`src/rtl/router_pkg.sv`:
```
// Shared router definitions: default geometry, polarity encodings and flit type.
package router_pkg;

    localparam int unsigned DATA_WIDTH = 64;
    localparam int unsigned NUM_IN     = 4;

    localparam logic POL_EVEN = 1'b0;
    localparam logic POL_ODD  = 1'b1;

    typedef logic [DATA_WIDTH-1:0] flit_t;

endpackage

```
`src/rtl/rr_arbiter.sv`:
```
// Round-robin arbiter: grants the first requester at or after the pointer,
// wrapping, and reports the pointer value that follows the winner.
module rr_arbiter #(
    parameter int unsigned NUM_IN = 4,
    parameter int unsigned PTR_W  = (NUM_IN > 1) ? $clog2(NUM_IN) : 1
) (
    input  logic [NUM_IN-1:0] req,
    input  logic              enable,
    input  logic [PTR_W-1:0]  pointer,
    output logic [NUM_IN-1:0] grant_c,
    output logic [PTR_W-1:0]  next_ptr_c
);

    logic found;

    // Scan NUM_IN positions starting at the pointer; the first hit wins.
    always_comb begin
        grant_c    = '0;
        next_ptr_c = pointer;
        found      = 1'b0;
        for (int unsigned ofs = 0; ofs < NUM_IN; ofs++) begin
            int unsigned       idx;
            logic [PTR_W-1:0]  sel;
            idx = (32'(pointer) + ofs) % NUM_IN;
            sel = PTR_W'(idx);
            if (enable && !found && req[sel]) begin
                grant_c[sel] = 1'b1;
                next_ptr_c   = PTR_W'((idx + 1) % NUM_IN);
                found        = 1'b1;
            end
        end
    end

endmodule

```
`src/rtl/output_ctrl.sv`:
```
// Router output port: round-robin arbitration into even/odd single-flit VCs,
// with the VC opposite the current polarity draining onto the outbound link.
module output_ctrl #(
    parameter int unsigned NUM_IN     = router_pkg::NUM_IN,
    parameter int unsigned DATA_WIDTH = router_pkg::DATA_WIDTH
) (
    input  logic                         clk,
    input  logic                         rst,
    input  logic                         polarity,
    input  logic [NUM_IN-1:0]            req,
    input  logic [NUM_IN*DATA_WIDTH-1:0] data_in,
    output logic [NUM_IN-1:0]            grant,
    input  logic                         receiveO,
    output logic                         sendO,
    output logic [DATA_WIDTH-1:0]        dataO
);

    import router_pkg::*;

    localparam int unsigned PTR_W = (NUM_IN > 1) ? $clog2(NUM_IN) : 1;

    logic                  even_full_q, even_full_d;
    logic                  odd_full_q,  odd_full_d;
    logic [DATA_WIDTH-1:0] even_data_q, even_data_d;
    logic [DATA_WIDTH-1:0] odd_data_q,  odd_data_d;
    logic [PTR_W-1:0]      rr_ptr_q,    rr_ptr_d;

    logic                  wr_is_odd;
    logic                  wr_full;
    logic                  arb_en;
    logic                  grant_any;
    logic [PTR_W-1:0]      arb_next_ptr;
    logic [DATA_WIDTH-1:0] win_data;
    logic                  send_full;
    logic [DATA_WIDTH-1:0] send_data;

    assign wr_is_odd = (polarity == POL_ODD);
    assign wr_full   = wr_is_odd ? odd_full_q : even_full_q;
    // Holding off grants while rst is low keeps grant at zero during reset.
    assign arb_en    = rst && !wr_full;

    rr_arbiter #(
        .NUM_IN (NUM_IN),
        .PTR_W  (PTR_W)
    ) u_arb (
        .req        (req),
        .enable     (arb_en),
        .pointer    (rr_ptr_q),
        .grant_c    (grant),
        .next_ptr_c (arb_next_ptr)
    );

    assign grant_any = |grant;

    // Grant is one-hot, so an AND-OR mux selects the winning slice.
    always_comb begin
        win_data = '0;
        for (int unsigned i = 0; i < NUM_IN; i++) begin
            win_data = win_data
                     | (data_in[i*DATA_WIDTH +: DATA_WIDTH] & {DATA_WIDTH{grant[i]}});
        end
    end

    assign send_full = wr_is_odd ? even_full_q : odd_full_q;
    assign send_data = wr_is_odd ? even_data_q : odd_data_q;
    assign sendO     = send_full && receiveO;
    assign dataO     = send_full ? send_data : '0;

    // Write VC and send VC are always distinct, so both updates can coexist.
    always_comb begin
        even_full_d = even_full_q;
        odd_full_d  = odd_full_q;
        even_data_d = even_data_q;
        odd_data_d  = odd_data_q;
        rr_ptr_d    = rr_ptr_q;
        if (grant_any) begin
            rr_ptr_d = arb_next_ptr;
            if (wr_is_odd) begin
                odd_full_d = 1'b1;
                odd_data_d = win_data;
            end else begin
                even_full_d = 1'b1;
                even_data_d = win_data;
            end
        end
        if (sendO) begin
            if (wr_is_odd) begin
                even_full_d = 1'b0;
            end else begin
                odd_full_d = 1'b0;
            end
        end
    end

    always_ff @(posedge clk or negedge rst) begin
        if (!rst) begin
            even_full_q <= 1'b0;
            odd_full_q  <= 1'b0;
            even_data_q <= '0;
            odd_data_q  <= '0;
            rr_ptr_q    <= '0;
        end else begin
            even_full_q <= even_full_d;
            odd_full_q  <= odd_full_d;
            even_data_q <= even_data_d;
            odd_data_q  <= odd_data_d;
            rr_ptr_q    <= rr_ptr_d;
        end
    end

endmodule

```
`config.mk`:
```
export PLATFORM = sky130hd
export DESIGN_NAME = output_ctrl
export DESIGN_NICKNAME = d
export VERILOG_FILES = /design/src/rtl/router_pkg.sv /design/src/rtl/rr_arbiter.sv /design/src/rtl/output_ctrl.sv
export SDC_FILE = /design/constraint.sdc
export NUM_CORES = 1
export LEC_CHECK = 0
export BUFFER_PORTS_ARGS = -buffer_cell sky130_fd_sc_hd__buf_2
export CAP_MARGIN = 20
export CORE_MARGIN = 8
export CORE_UTILIZATION = 51
export DETAILED_ROUTE_END_ITERATION = 7
export PLACE_DENSITY = 0.91
export SETUP_SLACK_MARGIN = 0.3
export SYNTH_ARGS = -nofsm -noshare
export SYNTH_HDL_FRONTEND = slang
export SYNTH_SLANG_ARGS = --single-unit
```
`constraint.sdc`:
```
create_clock -name clk -period 4.05 [get_ports clk]
set_clock_uncertainty 0.1 [all_clocks]
set_input_delay 0.2025 -clock clk [delete_from_list [all_inputs] [get_ports clk]]
set_output_delay 0.2025 -clock clk [all_outputs]
set_load 0.02 [all_outputs]
```
==> impl_metrics.py <==
metrics = {
    "clock_network": {
        "clockBufferDepth": 2,
        "cts_sinks": 132,
        "worstSkewPairLatency_ns": 0.41,
        "number_of_levels_in_the_clock_h_tree": 4,
        "cts_tree": "built",
        "cts-root-buf": "sky130_fd_sc_hd__clkbuf_16",
        "cts_made_buffers": 17,
        "clkTransAtPathRegs_ns": 0.06,
    },
    "setup_path": {
        "worst_setup_path_end_kind": "register",
        "startpoint_type": "register",
        "crit_path_max_incr_delay_ns": 0.63,
        "critPathMostFrequentCell": "sky130_fd_sc_hd__buf_4",
        "crit_fanout": 19,
        "arrival_time_of_data_at_the_critical_path_endpoint_ns": 3.84,
        "worstSetupPathType": "reg -> reg",
        "crit_chain": "buf_4, mux4_2, or4_4, nor4bb_4, nor3_4, buf_6, inv_2, o41ai_4, buf_4, clkbuf_16, mux2_1",
        "critical_path_required_ns": 4.24,
        "cp_slowest_cell": "sky130_fd_sc_hd__or4_4",
    },
    "route": {
        "wl_um": 34060,
        "drt.antenna.violating_nets": 0,
        "routedWlPerCell_um": 24.03,
        "dr.first_iter.drc_count": 813,
        "via_per_inst": 6.294,
        "first_pass_iters": 5,
        "routed-via-count": 8919,
        "drc": 0,
    },
    "synthesis": {
        "number_of_warnings_reported_in_the_yosys_synthesis_log": 0,
        "syn_area_per_cell_um2": 10.46,
        "mappedNetlistArea_um2": 9248,
        "synth_cell_type_count": 41,
        "netlist_instances": 884,
        "syn-num-nets": 1156,
        "yosys_register_bits": 132,
        "part_of_the_yosys_area_used_for_sequential_elements": 0.3572,
    },
    "finish": {
        "mostFrequentLayoutCells": "sky130_fd_sc_hd__buf_2 (330), sky130_fd_sc_hd__o31ai_1 (192), sky130_fd_sc_hd__dfrtp_1 (132)",
        "fillers": 1413,
        "share_of_layout_cells_above_drive_strength_1": 0.4105,
        "finish.cell_count_without_fillers": 1417,
        "layout_commonest_cell": "sky130_fd_sc_hd__buf_2",
        "synthToLayoutAreaGrowth_pct": 28.09,
        "area_of_all_sequential_standard_cells_um2": 3303,
        "finalNetCount": 1443,
        "multiInputGateArea_um2": 5290,
    },
    "grt": {
        "grt_first_pass_wirelength_um": 51920,
        "vias_in_the_first_global_route": 9440,
        "gr-usage-all-layers": 0.2946,
        "antenna_found_initial": 2,
        "grt_max_degree": 72,
        "global_route.overflow_total": 0,
    },
    "power_and_ir_drop": {
        "post-layout-total-power_uw": 8443,
        "p_leak_uw": 0.006565,
        "ir_drop_mv": 0.4939,
        "powerDensity_nw_per_um2": 712.7,
    },
    "sta": {
        "final.period_utilization": 0.9027,
        "hold_ws_ns": 0.07794,
        "hold_viol": 0,
        "setup_viol": 0,
        "tns_ns": 0,
        "headroom_to_the_max_slew_limit": 0.3947,
        "timing.final.ws_setup_ns": 0.3940,
        "worst_slew_pin_tran_ns": 0.9080,
        "maxSlewViolCount": 0,
        "final_period_minus_worst_setup_slack_ns": 3.656,
        "max_clock_freq_ghz": 0.2735,
        "grt_setup_unrepaired": "no",
    },
    "place": {
        "place_inst": 1372,
        "detailedPlace.worstSlack_ns": 0.3147,
        "dp_hpwl_um": 22920,
        "globalplace.congestion": 0.9204,
        "io_buffer_count": 332,
    },
    "job": {
        "max_cap_viol_count": 0,
    },
    "floorplanning": {
        "core_um2": 17900,
        "full_die_area_um2": 22700,
        "die_w_um": 150.7,
        "die_y_um": 150.7,
        "floorplan.rows": 49,
        "design.portCount": 333,
        "initial_utilization": 0.5166,
    },
    "outcome": {
        "outcome": "completed",
    },
    "min_path": {
        "min-delay-path-class": "in -> reg",
    },
}
stage by stage:
step	area, um^2	util
floorplan	9248	-
global placement	11050	0.6172
detailed placement	11050	0.6172
CTS	11730	0.6554
global route	11840	0.6612
finish	11850	0.6617
cells in the mapped netlist, drive strengths merged:
cell type | instances | area, um^2
a2111o | 1 | 11.26
a21oi | 4 | 20.02
a2bb2oi | 1 | 15.01
a41oi | 2 | 25.03
and4bb | 2 | 25.02
buf | 34 | 279.0
clkbuf | 65 | 244.0
dfrtp | 132 | 3303
ha | 8 | 100.1
inv | 76 | 285.3
mux2 | 131 | 1659
mux2i | 72 | 720.7
mux4 | 3 | 67.56
nand2 | 5 | 18.77
nand2b | 1 | 6.260
nand3b | 4 | 30.03
nand4 | 1 | 6.260
nor2 | 67 | 251.5
nor2b | 1 | 6.260
nor3 | 8 | 76.33
nor3b | 1 | 7.510
nor4bb | 2 | 20.02
o2111ai | 64 | 560.5
o21ai | 1 | 5.000
o21bai | 1 | 7.510
o31ai | 192 | 1441
o32a | 1 | 10.01
o32ai | 1 | 8.760
o41ai | 1 | 16.27
or4 | 1 | 11.26
xnor2 | 1 | 8.760
logic make-up after synthesis:
kind of cell / Yosys count / synth area share
buffers and inverters: 175 / 0.08740
muxes: 206 / 0.2646
and+or+nand+nor: 93 / 0.04966
adders and majority gates: 8 / 0.01082
DFF: 132 / 0.3572
xor gates and xnor gates: 1 / 0.0009473
AOI/OAI and AO/OA: 269 / 0.2293
path summary, 6_finish.rpt:
path | from | end | slack [ns] | cells past startpoint
setup / recovery | rr_ptr_q[0] | odd_data_q[39] | 0.39 | 11
hold / removal | data_in[193] | odd_data_q[1] | 0.08 | 4
setup reg to reg | rr_ptr_q[0] | odd_data_q[39] | 0.39 | 11
hold reg to reg | even_data_q[7] | even_data_q[7] | 0.39 | 1
max in group asynchronous | rst | odd_data_q[44] | 1.95 | 4
min in group asynchronous | rst | odd_data_q[39] | 0.49 | 3
area by class of cell:
| class | count | area share |
|---|---|---|
| antenna | 4 | 0.0008450 |
| clock buffer | 23 | 0.04120 |
| clock inverter | 9 | 0.01458 |
| inverter | 76 | 0.02408 |
| multi-input combinational | 577 | 0.4466 |
| sequential | 132 | 0.2789 |
| tap | 229 | 0.02419 |
| timing repair buffer | 367 | 0.1696 |
power by group:
group          switching [uW]  internal, uW  leakage [uW]
sequential                346          1960       0.00176
combinational            2400          2020       0.00448
clock                     558          1160      0.000323
total                    3310          5130       0.00657
worst max-delay path: cells and delay by family (launching register included):
family / cells / cell delay (ns)
compound gates: 1 / 0.06
buf+inv: 5 / 0.93
flops: 1 / 0.35
mux: 2 / 0.92
simple gates: 3 / 1.16
sequential cells by signal (all words and copies together) (netlist names):
name         flops
even_data_q     64
odd_data_q      64
rr_ptr_q         2
even_full_q      1
odd_full_q       1
per-layer routing:
layer	vias up	track usage	wire (um)
met3	88	0.07935	3535
met2	552	0.4760	16020
met5	-	0	10
met4	2	0.1470	1271
met1	4321	0.3573	13220
li1	3956	-	-
what timing repair did:
item / in CTS / in global routing
endpoints found under the hold margin: 62 / 0
resized for setup: 1 / 13
endpoints found under the setup margin: 14 / 93
hold buffers: 2 / 0
gates cloned: 0 / 1
pin swaps: 0 / 4
setup buffers: 0 / 6
No activity file was read; power rests on OpenSTA's default activity.
